## src/rtl/cpu16_pkg.sv

```systemverilog
// cpu16_pkg: shared constants and the operand-bundle type for the operand
// fetch stage.
//   DATA_WIDTH  - operand width in bits
//   NUM_REGS    - number of architectural registers
//   INDEX_WIDTH - register index width
//   OP_WIDTH    - opaque opcode width carried through the stage
//   operand_bundle_t - registered payload handed to the downstream stage
package cpu16_pkg;

    localparam int DATA_WIDTH  = 16;
    localparam int NUM_REGS    = 8;
    localparam int INDEX_WIDTH = $clog2(NUM_REGS);
    localparam int OP_WIDTH    = 4;

    typedef struct packed {
        logic [OP_WIDTH-1:0]    op;
        logic [INDEX_WIDTH-1:0] rd;
        logic                   writes_rd;
        logic [DATA_WIDTH-1:0]  a;
        logic [DATA_WIDTH-1:0]  b;
    } operand_bundle_t;

endpackage

```

## src/rtl/scoreboard.sv

```systemverilog
// scoreboard: one pending bit per architectural register, marking a write
// that has been issued but not yet written back. Also performs the hazard
// lookup for the instruction currently offered to the fetch stage.
//   i_clk, i_rst       - clock, synchronous active-high reset
//   i_chk_valid        - an instruction is being offered (enables hazard)
//   i_chk_rs1/rs2/rd   - indices of that instruction
//   i_chk_writes_rd    - that instruction writes i_chk_rd
//   i_set_en/addr      - mark a register pending (instruction accepted)
//   i_clr_en/addr      - writeback completing this cycle
//   o_hazard           - the offered instruction must stall
module scoreboard
    import cpu16_pkg::*;
#(
    parameter int NumRegs    = NUM_REGS,
    parameter int IndexWidth = $clog2(NumRegs)
) (
    input  logic                  i_clk,
    input  logic                  i_rst,
    input  logic                  i_chk_valid,
    input  logic [IndexWidth-1:0] i_chk_rs1,
    input  logic [IndexWidth-1:0] i_chk_rs2,
    input  logic [IndexWidth-1:0] i_chk_rd,
    input  logic                  i_chk_writes_rd,
    input  logic                  i_set_en,
    input  logic [IndexWidth-1:0] i_set_addr,
    input  logic                  i_clr_en,
    input  logic [IndexWidth-1:0] i_clr_addr,
    output logic                  o_hazard
);

    logic [NumRegs-1:0] r_pending;
    logic [NumRegs-1:0] w_pending_nxt;
    logic               w_src1_busy;
    logic               w_src2_busy;
    logic               w_dst_busy;

    // A source whose writeback lands this very cycle is satisfied by the
    // forwarding path, so it does not stall. The destination gets no such
    // exemption: the older write has not retired until the edge.
    assign w_src1_busy = r_pending[i_chk_rs1] && !(i_clr_en && (i_clr_addr == i_chk_rs1));
    assign w_src2_busy = r_pending[i_chk_rs2] && !(i_clr_en && (i_clr_addr == i_chk_rs2));
    assign w_dst_busy  = i_chk_writes_rd && r_pending[i_chk_rd];
    assign o_hazard    = i_chk_valid && (w_src1_busy || w_src2_busy || w_dst_busy);

    // Clear is applied first so a same-cycle set of the same index wins.
    always_comb begin
        w_pending_nxt = r_pending;
        if (i_clr_en) begin
            w_pending_nxt[i_clr_addr] = 1'b0;
        end
        if (i_set_en) begin
            w_pending_nxt[i_set_addr] = 1'b1;
        end
    end

    always_ff @(posedge i_clk) begin
        if (i_rst) begin
            r_pending <= '0;
        end else begin
            r_pending <= w_pending_nxt;
        end
    end

endmodule

```

## src/rtl/operand_fetch.sv

```systemverilog
// operand_fetch: reads source operands for a decoded instruction, forwards
// same-cycle writeback data, stalls on pending-register hazards and presents
// a registered operand bundle with a valid/ready handshake.
//   clk, rst                      - clock, synchronous active-high reset
//   in_valid/in_ready             - upstream handshake
//   in_op, in_rs1, in_rs2, in_rd  - decoded instruction fields
//   in_writesRd                   - instruction writes in_rd
//   rf_readAddr1/2, rf_readData1/2 - asynchronous register-file read ports
//   wb_valid, wb_addr, wb_data    - writeback this cycle (also the RF write)
//   out_valid/out_ready           - downstream handshake
//   out_op, out_rd, out_writesRd, out_a, out_b - registered operand bundle
module operand_fetch
    import cpu16_pkg::*;
#(
    parameter int DataWidth  = DATA_WIDTH,
    parameter int NumRegs    = NUM_REGS,
    parameter int IndexWidth = $clog2(NumRegs),
    parameter int OpWidth    = OP_WIDTH
) (
    input  logic                  clk,
    input  logic                  rst,
    input  logic                  in_valid,
    output logic                  in_ready,
    input  logic [OpWidth-1:0]    in_op,
    input  logic [IndexWidth-1:0] in_rs1,
    input  logic [IndexWidth-1:0] in_rs2,
    input  logic [IndexWidth-1:0] in_rd,
    input  logic                  in_writesRd,
    output logic [IndexWidth-1:0] rf_readAddr1,
    output logic [IndexWidth-1:0] rf_readAddr2,
    input  logic [DataWidth-1:0]  rf_readData1,
    input  logic [DataWidth-1:0]  rf_readData2,
    input  logic                  wb_valid,
    input  logic [IndexWidth-1:0] wb_addr,
    input  logic [DataWidth-1:0]  wb_data,
    output logic                  out_valid,
    input  logic                  out_ready,
    output logic [OpWidth-1:0]    out_op,
    output logic [IndexWidth-1:0] out_rd,
    output logic                  out_writesRd,
    output logic [DataWidth-1:0]  out_a,
    output logic [DataWidth-1:0]  out_b
);

    function automatic logic [DataWidth-1:0] forward_operand(
        input logic [IndexWidth-1:0] src,
        input logic [DataWidth-1:0]  rf_data,
        input logic                  wb_v,
        input logic [IndexWidth-1:0] wb_a,
        input logic [DataWidth-1:0]  wb_d
    );
        return (wb_v && (wb_a == src)) ? wb_d : rf_data;
    endfunction

    logic                 w_hazard;
    logic                 w_accept;
    logic [DataWidth-1:0] w_fwd_a_p0;
    logic [DataWidth-1:0] w_fwd_b_p0;

    operand_bundle_t      r_bundle_p1;
    logic                 r_vld_p1;

    assign rf_readAddr1 = in_rs1;
    assign rf_readAddr2 = in_rs2;

    assign w_fwd_a_p0 = forward_operand(in_rs1, rf_readData1, wb_valid, wb_addr, wb_data);
    assign w_fwd_b_p0 = forward_operand(in_rs2, rf_readData2, wb_valid, wb_addr, wb_data);

    assign in_ready = !rst && (!r_vld_p1 || out_ready) && !w_hazard;
    assign w_accept = in_valid && in_ready;

    scoreboard #(
        .NumRegs    (NumRegs),
        .IndexWidth (IndexWidth)
    ) u_scoreboard (
        .i_clk           (clk),
        .i_rst           (rst),
        .i_chk_valid     (in_valid),
        .i_chk_rs1       (in_rs1),
        .i_chk_rs2       (in_rs2),
        .i_chk_rd        (in_rd),
        .i_chk_writes_rd (in_writesRd),
        .i_set_en        (w_accept && in_writesRd),
        .i_set_addr      (in_rd),
        .i_clr_en        (wb_valid),
        .i_clr_addr      (wb_addr),
        .o_hazard        (w_hazard)
    );

    // p0 -> p1: capture the operand bundle on accept; otherwise hold it
    // (stable under back-pressure) and drop valid once it is consumed.
    always_ff @(posedge clk) begin
        if (rst) begin
            r_vld_p1    <= 1'b0;
            r_bundle_p1 <= '0;
        end else if (w_accept) begin
            r_vld_p1              <= 1'b1;
            r_bundle_p1.op        <= in_op;
            r_bundle_p1.rd        <= in_rd;
            r_bundle_p1.writes_rd <= in_writesRd;
            r_bundle_p1.a         <= w_fwd_a_p0;
            r_bundle_p1.b         <= w_fwd_b_p0;
        end else if (r_vld_p1 && out_ready) begin
            r_vld_p1 <= 1'b0;
        end
    end

    assign out_valid    = r_vld_p1;
    assign out_op       = r_bundle_p1.op;
    assign out_rd       = r_bundle_p1.rd;
    assign out_writesRd = r_bundle_p1.writes_rd;
    assign out_a        = r_bundle_p1.a;
    assign out_b        = r_bundle_p1.b;

endmodule
```

## config.mk

```make
export PLATFORM = sky130hd
export DESIGN_NAME = operand_fetch
export DESIGN_NICKNAME = d
export VERILOG_FILES = /design/src/rtl/cpu16_pkg.sv /design/src/rtl/scoreboard.sv /design/src/rtl/operand_fetch.sv
export SDC_FILE = /design/constraint.sdc
export NUM_CORES = 1
export LEC_CHECK = 0
export CAP_MARGIN = 20
export CORE_ASPECT_RATIO = 1.1
export CORE_MARGIN = 10
export CORE_UTILIZATION = 37
export DETAILED_ROUTE_END_ITERATION = 8
export PLACE_DENSITY_LB_ADDON = 0.15
export SYNTH_ARGS = -nofsm -noshare
export SYNTH_HDL_FRONTEND = slang
export SYNTH_SLANG_ARGS = --single-unit
```

## constraint.sdc

```tcl
create_clock -name clk -period 1.95 [get_ports clk]
set_input_delay 0.39 -clock clk [delete_from_list [all_inputs] [get_ports clk]]
set_output_delay 0.39 -clock clk [all_outputs]
set_load 0.005 [all_outputs]
```

==> results.toml <==
[status]
outcome = "finished with violations"
violations = "setup timing"

[cells_and_area]
syn_to_final_growth_pct = 75.5
fin_nets = 481
final_util = 0.673
diodes = 0
fin_area_um2 = 4470
drive_gt1_frac = 0.233
finalNonFillerCells = 494

[synthesis]
synthFlopType = "dfxtp_1"
synth.most_common_cell = "mux2i_1"
synth_top_family_by_area = "multiplexers"
yosys.cell_types.count = 29
synth_top_cell_by_area = "dfxtp_1"
ys.warnings.count = 0
synth-simple-area-share = 0.128
syn-instance-count = 254
syn-num-nets = 324
synth_fa_ha_area_frac = 0
synth_top_area_frac = 0.385
synthTopCellsByArea = "dfxtp_1 (39%), mux2i_1 (29%), nand2_1 (6.5%)"
ys_async_sr_fraction = 0
synth-seq-area-share = 0.385
muxShareOfSynthArea = 0.335
ys_ff_latch = 49
syn_avg_cell_area_um2 = 10.0
synthTopCellsByCount = "mux2i_1 (75), dfxtp_1 (49), nand2_1 (44), buf_4 (7)"
synthXorXnorAreaFrac = 0.0206
synth-compound-area-share = 0.0762
synth_area_um2 = 2540
synth_edf_count = 0

[clock_tree]
cts_made_buffers = 5
clk-insertion-delay-late_ps = 290
cts_htree_levels = 2
clkSlewWorstSetupHoldPaths_ps = 90
cts_tree = "built"
clock_sinks = 49
cts-root-buf = "clkbuf_8"
cts_hold_buf = 0
clock_path_buffers = 2

[global_route]
grt.total_usage = 0.159
antenna_found_initial = 0
grt-ovfl-total = 0
grt_max_degree = 42
grt_pass1_vias = 2684
grt_pass1_wl_mm = 13.8

[detailed_routing]
wl_per_cell_um = 17.7
drtIter0Drc = 63
postRouteAntennaNets = 0
drt_wl_total_mm = 8.77
drt-pass1-iter-count = 4
viasPerCell = 4.98
vias = 2460
drc = 0

[floorplanning]
row_count = 31
start_util = 0.384
die_h_um = 107
core-area_um2 = 6630
die_x_um = 99.1
fp.dieArea_um2 = 10600
io-pin-count = 118

[worst_setup_path]
r2r_slack_ps = -220
arrival_ps = 2370
cp-start-kind = "flip-flop"
crit_path_end_kind = "flip-flop"
crit_required_ps = 2140
crit_fanout = 4
path_class = "reg2reg"

[timing]
fin_ws_ps = -223
relSlewSlack = 0.631
drv_slew = 0
setup-tns-final_ps = -6490
finalClockSkew_ps = 6.75
period_minus_slack_ps = 2170
rsz0062_at_grt = "true"
finalCritPeriodShare = 1.11
fin_hold_ws_ps = 462
worstMarginPinSlew_ps = 546
timing_hold_violations_final = 0
finalSetupViolCount = 44
max_freq_mhz = 460

[placement]
place_area_um2 = 3990
dp_hpwl_mm = 6.34
post-place-ws_ps = -958
gp_congestion = 0.804
placed_cells = 467
io_buffer_count = 117

[pwr]
p_per_area_nw_per_um2 = 569
p_comb_frac = 0.274
internal_power_mw = 1.92
irDropWorstVdd_uv = 358
p_leak_nw = 2.17
swShare = 0.243
power_frac_seq = 0.432
p_switching_mw = 0.618
pwr-share-clk = 0.294
power_mw = 2.54

[min_path]
min_path_type = "reg2reg"

[flow_run]
maxCapViolations = 0
[final cells by class]
type	count	area [µm²]
Fill cell	543	2170
Clock inverter	1	30.0
Timing Repair Buffer	172	1740
Sequential cell	49	991
Tap cell	82	103
Clock buffer	7	86.3
Multi-Input combinational cell	179	1500
Inverter	4	15.0
[registers in the layout, summed over array words and instances (netlist names)]
signal / cells
out_a: 16
out_b: 16
u_scoreboard.r_pending: 8
out_op: 4
out_rd: 3
out_valid: 1
out_writesRd: 1
[worst paths after layout]
| kind | start | end | depth (start not counted) |
|---|---|---|---|
| hold / removal | out_a[7]$_SDFFE_PP0P_ | out_a[7]$_SDFFE_PP0P_ | 2 |
| hold reg to reg | out_a[7]$_SDFFE_PP0P_ | out_a[7]$_SDFFE_PP0P_ | 2 |
| setup / recovery | u_scoreboard.r_pending[3]$_SDFF_PP0_ | out_op[2]$_SDFFE_PP0P_ | 10 |
| setup reg to reg | u_scoreboard.r_pending[3]$_SDFF_PP0_ | out_op[2]$_SDFFE_PP0P_ | 10 |
[critical path, cell delays in order (launching register included)]
cell and delay [ps]:
dfxtp_2 330, buf_6 110, mux2i_1 220, nor3_2 80
o41ai_2 320, buf_4 180, nand4b_1 130, buf_6 160
buf_4 150, buf_16 130, mux2_2 250
[what timing repair did]
item	in CTS	in global routing
setup endpoints to repair	52	51
hold endpoints to repair	0	0
cloned	3	0
setup buffers	14	5
pin swaps	14	8
resized for setup	47	16
[power groups by stage]
| stage | logic (mW) | registers (mW) | clock network [mW] |
|---|---|---|---|
| final | 0.695 | 1.10 | 0.748 |
| after global routing | 0.748 | 1.11 | 0.815 |
| after CTS | 0.689 | 1.10 | 0.773 |
| after detailed placement | 0.621 | 1.12 | 0 |
| after global placement | 0.617 | 1.12 | 0 |
| after floorplan | 0.224 | 1.13 | 0 |
[per-layer routing]
layer | GRT usage | routed length [µm]
met5 | 0 | 0
met4 | 0.0256 | 44
met3 | 0.0662 | 759
met2 | 0.285 | 4540
met1 | 0.172 | 3430
[placed cells by master (no fill, tap or decap), types with 5 or more instances in the layout]
master	synthesis	layout
buf_12	0	6
buf_4	7	36
buf_6	1	9
clkbuf_8	0	6
clkdlybuf4s50_1	0	104
dfxtp_1	49	43
dfxtp_2	0	5
dlygate4sd2_1	0	7
mux2_2	5	5
mux2i_1	75	74
nand2_1	44	44
nand3_1	6	5
nor2b_1	5	5
o211ai_1	6	6
xnor2_1	6	5
[logic make-up after synthesis]
logic type                count (synthesis)
and+or+nand+nor                          70
AOI/OAI and AO/OA                        21
xor gates and xnor gates                  6
muxes                                    82
buffers and inverters                    26
DFF                                      49
(Power assumes the default switching activity.)
